===== src/rtl/id_stage_if.sv =====
// rtl/id_stage_if.sv - fetch-side and EX-side signal bundle for id_stage
interface id_stage_if #(
    parameter int DATA_W = 8
);
    logic [7:0]        pc;
    logic [15:0]       instr;
    logic              instr_fetch_enable;
    logic              branch_enable;
    logic [5:0]        imm_branch_offset;
    logic              ex_valid;
    logic [3:0]        ex_op;
    logic [2:0]        ex_funct;
    logic [2:0]        ex_rd;
    logic [DATA_W-1:0] ex_a;
    logic [DATA_W-1:0] ex_b;
    logic [DATA_W-1:0] ex_imm;

    modport master (
        input  pc, instr,
        output instr_fetch_enable, branch_enable, imm_branch_offset,
        output ex_valid, ex_op, ex_funct, ex_rd, ex_a, ex_b, ex_imm
    );

    modport slave (
        output pc, instr,
        input  instr_fetch_enable, branch_enable, imm_branch_offset,
        input  ex_valid, ex_op, ex_funct, ex_rd, ex_a, ex_b, ex_imm
    );
endinterface


===== src/rtl/id_stage.sv =====
// rtl/id_stage.sv - decode stage: IF/ID register, hazard bubbles, branch resolve, EX issue
// Optional BNE (opcode 6) enabled by defining ID_BRANCH_NE_EN.
module id_stage #(
    parameter int          DATA_W = 8,
    parameter logic [15:0] NOP    = 16'h0000
) (
    input  logic              clk,
    input  logic              rst,
    id_stage_if.master        bus,
    output logic [2:0]        rf_raddr1,
    output logic [2:0]        rf_raddr2,
    input  logic [DATA_W-1:0] rf_rdata1,
    input  logic [DATA_W-1:0] rf_rdata2,
    output logic              id_state
);
    localparam logic [3:0] OP_NOP  = 4'd0;
    localparam logic [3:0] OP_ALU  = 4'd1;
    localparam logic [3:0] OP_ADDI = 4'd2;
    localparam logic [3:0] OP_LW   = 4'd3;
    localparam logic [3:0] OP_SW   = 4'd4;
    localparam logic [3:0] OP_BEQ  = 4'd5;
    localparam logic [3:0] OP_BNE  = 4'd6;

    typedef enum logic {S_RUN = 1'b0, S_STALL = 1'b1} state_e;

    state_e            state_q, state_d;
    logic [15:0]       id_instr_q, id_instr_d;
    logic [7:0]        id_pc_q, id_pc_d;
    logic              ex_valid_q, ex_valid_d;
    logic [3:0]        ex_op_q, ex_op_d;
    logic [2:0]        ex_funct_q, ex_funct_d;
    logic [2:0]        ex_rd_q, ex_rd_d;
    logic [DATA_W-1:0] ex_a_q, ex_a_d;
    logic [DATA_W-1:0] ex_b_q, ex_b_d;
    logic [DATA_W-1:0] ex_imm_q, ex_imm_d;

    logic [3:0] op;
    logic [2:0] rd, rs, rt, src2;
    logic       is_r, is_branch, use_rs, use_src2;
    logic       rs_hit, src2_hit, ex_writes, hazard, taken;

    always_comb begin
        rd = id_instr_q[11:9];
        rs = id_instr_q[8:6];
        rt = id_instr_q[5:3];

        op = OP_NOP;
        case (id_instr_q[15:12])
            OP_ALU, OP_ADDI, OP_LW, OP_SW, OP_BEQ: op = id_instr_q[15:12];
`ifdef ID_BRANCH_NE_EN
            OP_BNE:                                op = OP_BNE;
`endif
            default:                               op = OP_NOP;
        endcase

        is_r      = (op == OP_ALU);
        is_branch = (op == OP_BEQ) || (op == OP_BNE);
        use_rs    = (op != OP_NOP);
        use_src2  = is_r || (op == OP_SW) || is_branch;
        src2      = is_r ? rt : rd;
        rf_raddr1 = rs;
        rf_raddr2 = src2;

        // r0 is hardwired, so a match on it is never a real dependency
        rs_hit    = use_rs && (rs != 3'd0) && (rs == ex_rd_q);
        src2_hit  = use_src2 && (src2 != 3'd0) && (src2 == ex_rd_q);
        ex_writes = ex_valid_q && ((ex_op_q == OP_ALU) || (ex_op_q == OP_ADDI) || (ex_op_q == OP_LW));
        hazard    = (state_q == S_RUN) &&
                    (((ex_valid_q && ex_op_q == OP_LW) && (rs_hit || src2_hit)) ||
                     (is_branch && ex_writes && (rs_hit || src2_hit)));

        // Hazard only fires in RUN, so after the bubble a waiting branch resolves normally
        taken = is_branch && !hazard &&
                ((op == OP_BNE) ? (rf_rdata1 != rf_rdata2) : (rf_rdata1 == rf_rdata2));

        id_instr_d = hazard ? id_instr_q : bus.instr;
        id_pc_d    = hazard ? id_pc_q : bus.pc;
        state_d    = hazard ? S_STALL : S_RUN;

        ex_valid_d = 1'b0;
        ex_op_d    = '0;
        ex_funct_d = '0;
        ex_rd_d    = '0;
        ex_a_d     = '0;
        ex_b_d     = '0;
        ex_imm_d   = '0;
        if (!hazard && op != OP_NOP) begin
            ex_valid_d = 1'b1;
            ex_op_d    = op;
            ex_funct_d = is_r ? id_instr_q[2:0] : 3'd0;
            ex_rd_d    = rd;
            ex_a_d     = rf_rdata1;
            ex_b_d     = use_src2 ? rf_rdata2 : '0;
            ex_imm_d   = {{(DATA_W-6){id_instr_q[5]}}, id_instr_q[5:0]};
        end
    end

    always_ff @(posedge clk or posedge rst) begin
        if (rst) begin
            state_q    <= S_RUN;
            id_instr_q <= NOP;
            id_pc_q    <= '0;
            ex_valid_q <= 1'b0;
            ex_op_q    <= '0;
            ex_funct_q <= '0;
            ex_rd_q    <= '0;
            ex_a_q     <= '0;
            ex_b_q     <= '0;
            ex_imm_q   <= '0;
        end else begin
            state_q    <= state_d;
            id_instr_q <= id_instr_d;
            id_pc_q    <= id_pc_d;
            ex_valid_q <= ex_valid_d;
            ex_op_q    <= ex_op_d;
            ex_funct_q <= ex_funct_d;
            ex_rd_q    <= ex_rd_d;
            ex_a_q     <= ex_a_d;
            ex_b_q     <= ex_b_d;
            ex_imm_q   <= ex_imm_d;
        end
    end

    // Fetch computes the branch target itself, so the latched PC has no consumer here
    logic unused_id_pc;
    assign unused_id_pc = ^id_pc_q;

    assign bus.instr_fetch_enable = !hazard;
    assign bus.branch_enable      = taken;
    assign bus.imm_branch_offset  = id_instr_q[5:0];
    assign bus.ex_valid           = ex_valid_q;
    assign bus.ex_op              = ex_op_q;
    assign bus.ex_funct           = ex_funct_q;
    assign bus.ex_rd              = ex_rd_q;
    assign bus.ex_a               = ex_a_q;
    assign bus.ex_b               = ex_b_q;
    assign bus.ex_imm             = ex_imm_q;
    assign id_state               = state_q;
endmodule

===== src/flat_wrapper.sv =====
// flat-port wrapper written by rule: the top's interface ports become plain ports
module id_stage_flat 
#(
    parameter int          DATA_W = 8,
    parameter logic [15:0] NOP    = 16'h0000
)
  (clk, rst, rf_raddr1, rf_raddr2, rf_rdata1, rf_rdata2, id_state, bus_pc, bus_instr, bus_instr_fetch_enable, bus_branch_enable, bus_imm_branch_offset, bus_ex_valid, bus_ex_op, bus_ex_funct, bus_ex_rd, bus_ex_a, bus_ex_b, bus_ex_imm);
  id_stage_if #(.DATA_W(DATA_W)) bus_i ();
  input  logic clk;
  input  logic rst;
  output logic [2:0] rf_raddr1;
  output logic [2:0] rf_raddr2;
  input  logic [DATA_W-1:0] rf_rdata1;
  input  logic [DATA_W-1:0] rf_rdata2;
  output logic id_state;
  input wire logic [$bits(bus_i.pc)-1:0] bus_pc;
  input wire logic [$bits(bus_i.instr)-1:0] bus_instr;
  output wire logic [$bits(bus_i.instr_fetch_enable)-1:0] bus_instr_fetch_enable;
  output wire logic [$bits(bus_i.branch_enable)-1:0] bus_branch_enable;
  output wire logic [$bits(bus_i.imm_branch_offset)-1:0] bus_imm_branch_offset;
  output wire logic [$bits(bus_i.ex_valid)-1:0] bus_ex_valid;
  output wire logic [$bits(bus_i.ex_op)-1:0] bus_ex_op;
  output wire logic [$bits(bus_i.ex_funct)-1:0] bus_ex_funct;
  output wire logic [$bits(bus_i.ex_rd)-1:0] bus_ex_rd;
  output wire logic [$bits(bus_i.ex_a)-1:0] bus_ex_a;
  output wire logic [$bits(bus_i.ex_b)-1:0] bus_ex_b;
  output wire logic [$bits(bus_i.ex_imm)-1:0] bus_ex_imm;
  assign bus_i.pc = bus_pc;
  assign bus_i.instr = bus_instr;
  assign bus_instr_fetch_enable = bus_i.instr_fetch_enable;
  assign bus_branch_enable = bus_i.branch_enable;
  assign bus_imm_branch_offset = bus_i.imm_branch_offset;
  assign bus_ex_valid = bus_i.ex_valid;
  assign bus_ex_op = bus_i.ex_op;
  assign bus_ex_funct = bus_i.ex_funct;
  assign bus_ex_rd = bus_i.ex_rd;
  assign bus_ex_a = bus_i.ex_a;
  assign bus_ex_b = bus_i.ex_b;
  assign bus_ex_imm = bus_i.ex_imm;
  id_stage #(.DATA_W(DATA_W), .NOP(NOP)) u_core (.clk(clk), .rst(rst), .bus(bus_i), .rf_raddr1(rf_raddr1), .rf_raddr2(rf_raddr2), .rf_rdata1(rf_rdata1), .rf_rdata2(rf_rdata2), .id_state(id_state));
endmodule

===== config.mk =====
export PLATFORM = sky130hd
export DESIGN_NAME = id_stage_flat
export DESIGN_NICKNAME = d
export VERILOG_FILES = /design/src/rtl/id_stage_if.sv /design/src/rtl/id_stage.sv /design/src/flat_wrapper.sv
export SDC_FILE = /design/constraint.sdc
export NUM_CORES = 1
export LEC_CHECK = 0
export ABC_AREA = 1
export CAP_MARGIN = 20
export CORE_MARGIN = 10
export CORE_UTILIZATION = 40
export DETAILED_ROUTE_END_ITERATION = 10
export PLACE_DENSITY = 0.76
export RECOVER_POWER = 25
export SLEW_MARGIN = 20
export SYNTH_ARGS = -nofsm -noshare
export SYNTH_HDL_FRONTEND = slang
export SYNTH_SLANG_ARGS = --single-unit
export TNS_END_PERCENT = 20

===== constraint.sdc =====
create_clock -name clk -period 1.94 [get_ports clk]
set_clock_uncertainty 0.2 [all_clocks]
set_input_delay 0.291 -clock clk [delete_from_list [all_inputs] [get_ports clk]]
set_output_delay 0.291 -clock clk [all_outputs]
set_load 0.02 [all_outputs]

==> report_table.html <==
<table>
<tr><th>Metric</th><th>Value</th></tr>
<tr><th colspan="2">Global route</th></tr>
<tr><td>Antenna violations before repair</td><td>0</td></tr>
<tr><td>First-pass GRT wire length</td><td>approximately 12 mm</td></tr>
<tr><td>Aggregate global routing overflow</td><td>0</td></tr>
<tr><td>Via count of the first global-routing pass</td><td>around 2,400</td></tr>
<tr><td>Global router's overall resource usage</td><td>15.3%</td></tr>
<tr><td>Largest net degree at the start of global routing</td><td>51</td></tr>
<tr><th colspan="2">Placement</th></tr>
<tr><td>Detailed Place HPWL</td><td>about 5.5 mm</td></tr>
<tr><td>Post-placement worst setup slack</td><td>-0.775 ns</td></tr>
<tr><td>GP Congestion</td><td>slightly below 0.9</td></tr>
<tr><td>Port Buffer Count</td><td>just over 80</td></tr>
<tr><th colspan="2">Cells and area</th></tr>
<tr><td>Most common library cell in the layout ignoring fill and taps</td><td>clkdlybuf4s50_1</td></tr>
<tr><td>Area added between synthesis and finish</td><td>71.5%</td></tr>
<tr><td>N_diodes</td><td>0</td></tr>
<tr><td>Post-layout nets</td><td>480</td></tr>
<tr><td>Commonest non-fill, non-tap cells in the layout</td><td>69 x clkdlybuf4s50_1, 57 x inv_1, 55 x buf_4, 48 x dfrtp_1, 45 x nand2_1</td></tr>
<tr><td>Layout cell share with drive strength beyond 1</td><td>38.3%</td></tr>
<tr><th colspan="2">Power and ir drop</th></tr>
<tr><td>Sequential cell fraction of total power</td><td>roughly 44%</td></tr>
<tr><td>Total internal power</td><td>between 1.5 and 2 mW</td></tr>
<tr><td>Combinational fraction of design power</td><td>between 20% and 30%</td></tr>
<tr><td>Total power density per cell area</td><td>595 nW/µm²</td></tr>
<tr><td>Power spent charging and discharging nets</td><td>approximately 0.72 mW</td></tr>
<tr><td>Switching part of the total</td><td>28.2%</td></tr>
<tr><td>Worst VDD drop</td><td>0.000367 V</td></tr>
<tr><td>Clock share of power</td><td>between 20% and 30%</td></tr>
<tr><td>Leakage dissipation</td><td>2.20 nW</td></tr>
<tr><th colspan="2">Critical path</th></tr>
<tr><td>Endpoint of the worst-slack reg-to-reg timing path</td><td>u_core.id_instr_q[9]$_DFFE_PP0N_</td></tr>
<tr><td>Endpoint type of the worst setup path</td><td>output pin</td></tr>
<tr><td>Sequence of cells on the critical path</td><td>nor2_4 &gt; nand2_4 &gt; nand2_2 &gt; and2_4 &gt; nand2_2 &gt; nand2_2 &gt; nand3_2 &gt; nand2_4 &gt; and3_4 &gt; inv_2 &gt; buf_6</td></tr>
<tr><td>Required time worst endpoint</td><td>approximately 1.5 ns</td></tr>
<tr><td>Reg-to-reg startpoint</td><td>u_core.id_instr_q[13]$_DFFE_PP0N_</td></tr>
<tr><td>Worst-case reg-to-reg path depth</td><td>13</td></tr>
<tr><td>Arrival time worst endpoint</td><td>about 2 ns</td></tr>
<tr><td>Cell repeated most along the worst path</td><td>nand2_2</td></tr>
<tr><td>Delay of the slowest critical-path stage</td><td>about 0.45 ns</td></tr>
<tr><td>Critical Path Start Type</td><td>flop</td></tr>
<tr><td>Setup crit end</td><td>bus_instr_fetch_enable</td></tr>
<tr><td>Crit path launch</td><td>u_core.id_instr_q[13]$_DFFE_PP0N_</td></tr>
<tr><td>Slack of the worst reg-to-reg path</td><td>-0.50 ns</td></tr>
<tr><td>Worst-path fanout max</td><td>6</td></tr>
<tr><td>Type of the setup path with the least slack</td><td>flop to output pin</td></tr>
<tr><td>Slowest stage cell, crit path</td><td>dfrtp_2</td></tr>
<tr><th colspan="2">STA</th></tr>
<tr><td>Final setup vio count</td><td>53</td></tr>
<tr><td>Slack of the critical path</td><td>-0.586 ns</td></tr>
<tr><td>Transition time of the tightest slew-check pin</td><td>1.25 ns</td></tr>
<tr><td>Final number of max-transition violations</td><td>0</td></tr>
<tr><td>Achievable frequency</td><td>396 MHz</td></tr>
<tr><td>Share of the clock period used by the worst path after layout</td><td>130%</td></tr>
<tr><td>Fin. Hold Viols</td><td>0</td></tr>
<tr><td>Setup repair after global routing missed its margin</td><td>yes</td></tr>
<tr><td>Worst-case headroom to the max-slew limit</td><td>~16%</td></tr>
<tr><td>Post-layout minimum cycle time</td><td>~2.5 ns</td></tr>
<tr><td>Worst hold margin</td><td>0.287 ns</td></tr>
<tr><th colspan="2">Clock network</th></tr>
<tr><td>Number of buffers added to fix hold violations after cts</td><td>0</td></tr>
<tr><td>Clk root buf</td><td>clkbuf_8</td></tr>
<tr><td>CTS Buf Count</td><td>5</td></tr>
<tr><td>Buffers from clock root to sink, at most</td><td>2</td></tr>
<tr><td>Clock Pin Slew Worst Setup and Hold Paths</td><td>about 0.090 ns</td></tr>
<tr><td>Clock tree from TritonCTS</td><td>built</td></tr>
<tr><td>Clk Latency, worst-skew pair</td><td>between 0.3 and 0.4 ns</td></tr>
<tr><td>Clock Sinks</td><td>50</td></tr>
<tr><td>H-tree depth reported by CTS</td><td>2</td></tr>
<tr><th colspan="2">Synthesis</th></tr>
<tr><td>Number of nets produced by synthesis</td><td>about 340</td></tr>
<tr><td>Post-synthesis sequential area ratio</td><td>about half</td></tr>
<tr><td>Post-Synthesis Mean Instance Area</td><td>8.43 µm²</td></tr>
<tr><td>Seq cells post-synth</td><td>50</td></tr>
<tr><td>Cell count after synthesis</td><td>between 200 and 300</td></tr>
<tr><td>Netlist area before placement</td><td>2480 µm²</td></tr>
<tr><td>Area share of the largest cell type after synthesis</td><td>about half</td></tr>
<tr><td>Number of warning messages in the yosys log</td><td>0</td></tr>
<tr><td>Post-synth top area cell</td><td>dfrtp_1</td></tr>
<tr><td>Synth cell types</td><td>29</td></tr>
<tr><td>Cell types with the largest area share after synthesis</td><td>dfrtp_1 50%, inv_1 10%, nand2_1 8.2%, nand3_1 5.0%, nor2_1 4.4%</td></tr>
<tr><th colspan="2">Die</th></tr>
<tr><td>Initial cell density of the core</td><td>between 40% and 50%</td></tr>
<tr><td>Boundary Pins</td><td>between 90 and 100</td></tr>
<tr><td>Die area</td><td>slightly below 10,000 µm²</td></tr>
<tr><td>Area inside the core boundary</td><td>just under 6000 µm²</td></tr>
<tr><td>Overall die width</td><td>approximately 99 µm</td></tr>
<tr><td>Die Ht</td><td>around 100 µm</td></tr>
<tr><td>Number of cell rows</td><td>28</td></tr>
<tr><th colspan="2">Job</th></tr>
<tr><td>Max-Cap Viols</td><td>0</td></tr>
<tr><th colspan="2">Drt</th></tr>
<tr><td>Number of antenna-violating nets in the routed design</td><td>0</td></tr>
<tr><td>Total iterations of the first detailed-routing run</td><td>4</td></tr>
<tr><td>Number of remaining DRC errors</td><td>0</td></tr>
<tr><td>Vias after detailed routing</td><td>between 2,000 and 2,500</td></tr>
<tr><td>Detailed-route vias per instance</td><td>about 4.7</td></tr>
<tr><td>Number of violations reported at the end of detailed-routing iteration 0</td><td>99</td></tr>
<tr><td>Total detailed-routing wirelength</td><td>between 8 and 9 mm</td></tr>
<tr><td>Wire length per cell after detailed routing</td><td>around 16 µm</td></tr>
<tr><th colspan="2">Run status</th></tr>
<tr><td>Failing checks</td><td>negative setup slack</td></tr>
<tr><td>Result of the run</td><td>complete, but fails checks</td></tr>
<tr><th colspan="2">Min path</th></tr>
<tr><td>Hold crit path type</td><td>primary input to flop</td></tr>
<tr><td>Number of stages on the worst hold path</td><td>3</td></tr>
</table>
[critical path, delay by kind of cell (launching register included)]
kind | cells | cell delay (ns)
DFF | 1 | 0.45
and+or+nand+nor | 9 | 1.12
buffers and inverters | 2 | 0.16
[per-stage QoR]
| step | util (%) | std cells | total power [mW] | cell area [µm²] | setup TNS, ns |
|---|---|---|---|---|---|
| final | 71.4 | 514 | 2.53 | 4250 | -22.25 |
| after global routing | 71.4 | 514 | 2.65 | 4250 | -28.57 |
| after CTS | 67.1 | 502 | 2.48 | 3990 | -19.17 |
| after detailed placement | 62.0 | 485 | 1.70 | 3690 | -16.73 |
| after global placement | 62.0 | 485 | 1.69 | 3690 | -14.98 |
| after floorplan | - | 294 | 1.40 | 2490 | -0.0697 |
[logic make-up after synthesis]
| kind of cell | share of synthesized area [%] |
|---|---|
| simple gates | 29.1 |
| other cells | 0.151 |
| buf+inv | 16.0 |
| flops | 50.5 |
| xor+xnor | 1.77 |
| compound gates | 2.47 |
[repair_timing]
item,4_1_cts,5_1_grt
gates resized for setup,57,63
setup endpoints to repair,56,58
cloned,3,0
setup buffers,6,12
pin swaps,18,15
[synthesized netlist by cell type]
master	n
buf_4	13
xnor2_1	5
o21ai_1	2
dfrtp_1	50
nand4_1	2
nand2_2	12
or2_2	4
nor2_1	29
nand3_2	1
nor2_2	7
nor4b_1	1
buf_6	3
nand3_1	25
buf_8	1
nand2_1	54
a221oi_1	2
a31oi_2	1
nand2_4	3
conb_1	1
o22ai_1	1
nand3b_1	1
a21oi_1	2
and2_4	1
nand2_8	1
o21ai_0	1
inv_1	66
inv_2	1
nor2_4	3
and3_1	1
[flip-flops by register name (all words and copies together) (netlist names)]
signal / cells
u_core.bus.ex_a: 8
u_core.bus.ex_b: 8
u_core.bus.ex_funct: 3
u_core.bus.ex_imm: 6
u_core.bus.ex_op: 4
u_core.bus.ex_rd: 3
u_core.bus.ex_valid: 1
u_core.id_instr_q: 16
u_core.id_state: 1
[metal layers]
metal  up-vias  track usage, %  part of all wire (%)
met5         -               0                     0
met3        19            4.68                   5.7
met4         0            5.62                   2.3
met2        82            26.7                    54
li1       1145               -                     -
met1      1163            17.1                    38
[area by class of cell]
cell class                 instances  area [µm²]
sequential                        50        1250
clock inverter                     2        37.5
multi-input combinational        160        1040
clock buffer                       6        72.6
fill                             435        1700
inverter                          67         251
timing repair buffer             154        1510
tap                               75        93.8
[how the worst min path moves through the flow]
stage                                     start                           endpoint  slack [ns]
5_1_grt                           bus_instr[15]  u_core.id_instr_q[15]$_DFFE_PP0N_        0.31
2_1_floorplan                     bus_instr[15]  u_core.id_instr_q[15]$_DFFE_PP0N_        0.20
3_3_place_gp   u_core.id_instr_q[1]$_DFFE_PP0N_   u_core.bus.ex_funct[1]$_DFF_PP0_        0.32
4_1_cts                                     rst       u_core.bus.ex_b[0]$_DFF_PP0_        0.14
6_report                          bus_instr[15]  u_core.id_instr_q[15]$_DFFE_PP0N_        0.29
3_5_place_dp   u_core.id_instr_q[1]$_DFFE_PP0N_   u_core.bus.ex_funct[1]$_DFF_PP0_        0.33
[power groups by stage]
stage	Combinational [mW]	Clock (mW)	Sequential (mW)
finish	0.665	0.743	1.12
global route	0.713	0.803	1.13
CTS	0.597	0.761	1.12
detailed placement	0.558	0	1.14
global placement	0.546	0	1.14
floorplan	0.221	0	1.18
No activity file was read; power rests on OpenSTA's default activity.
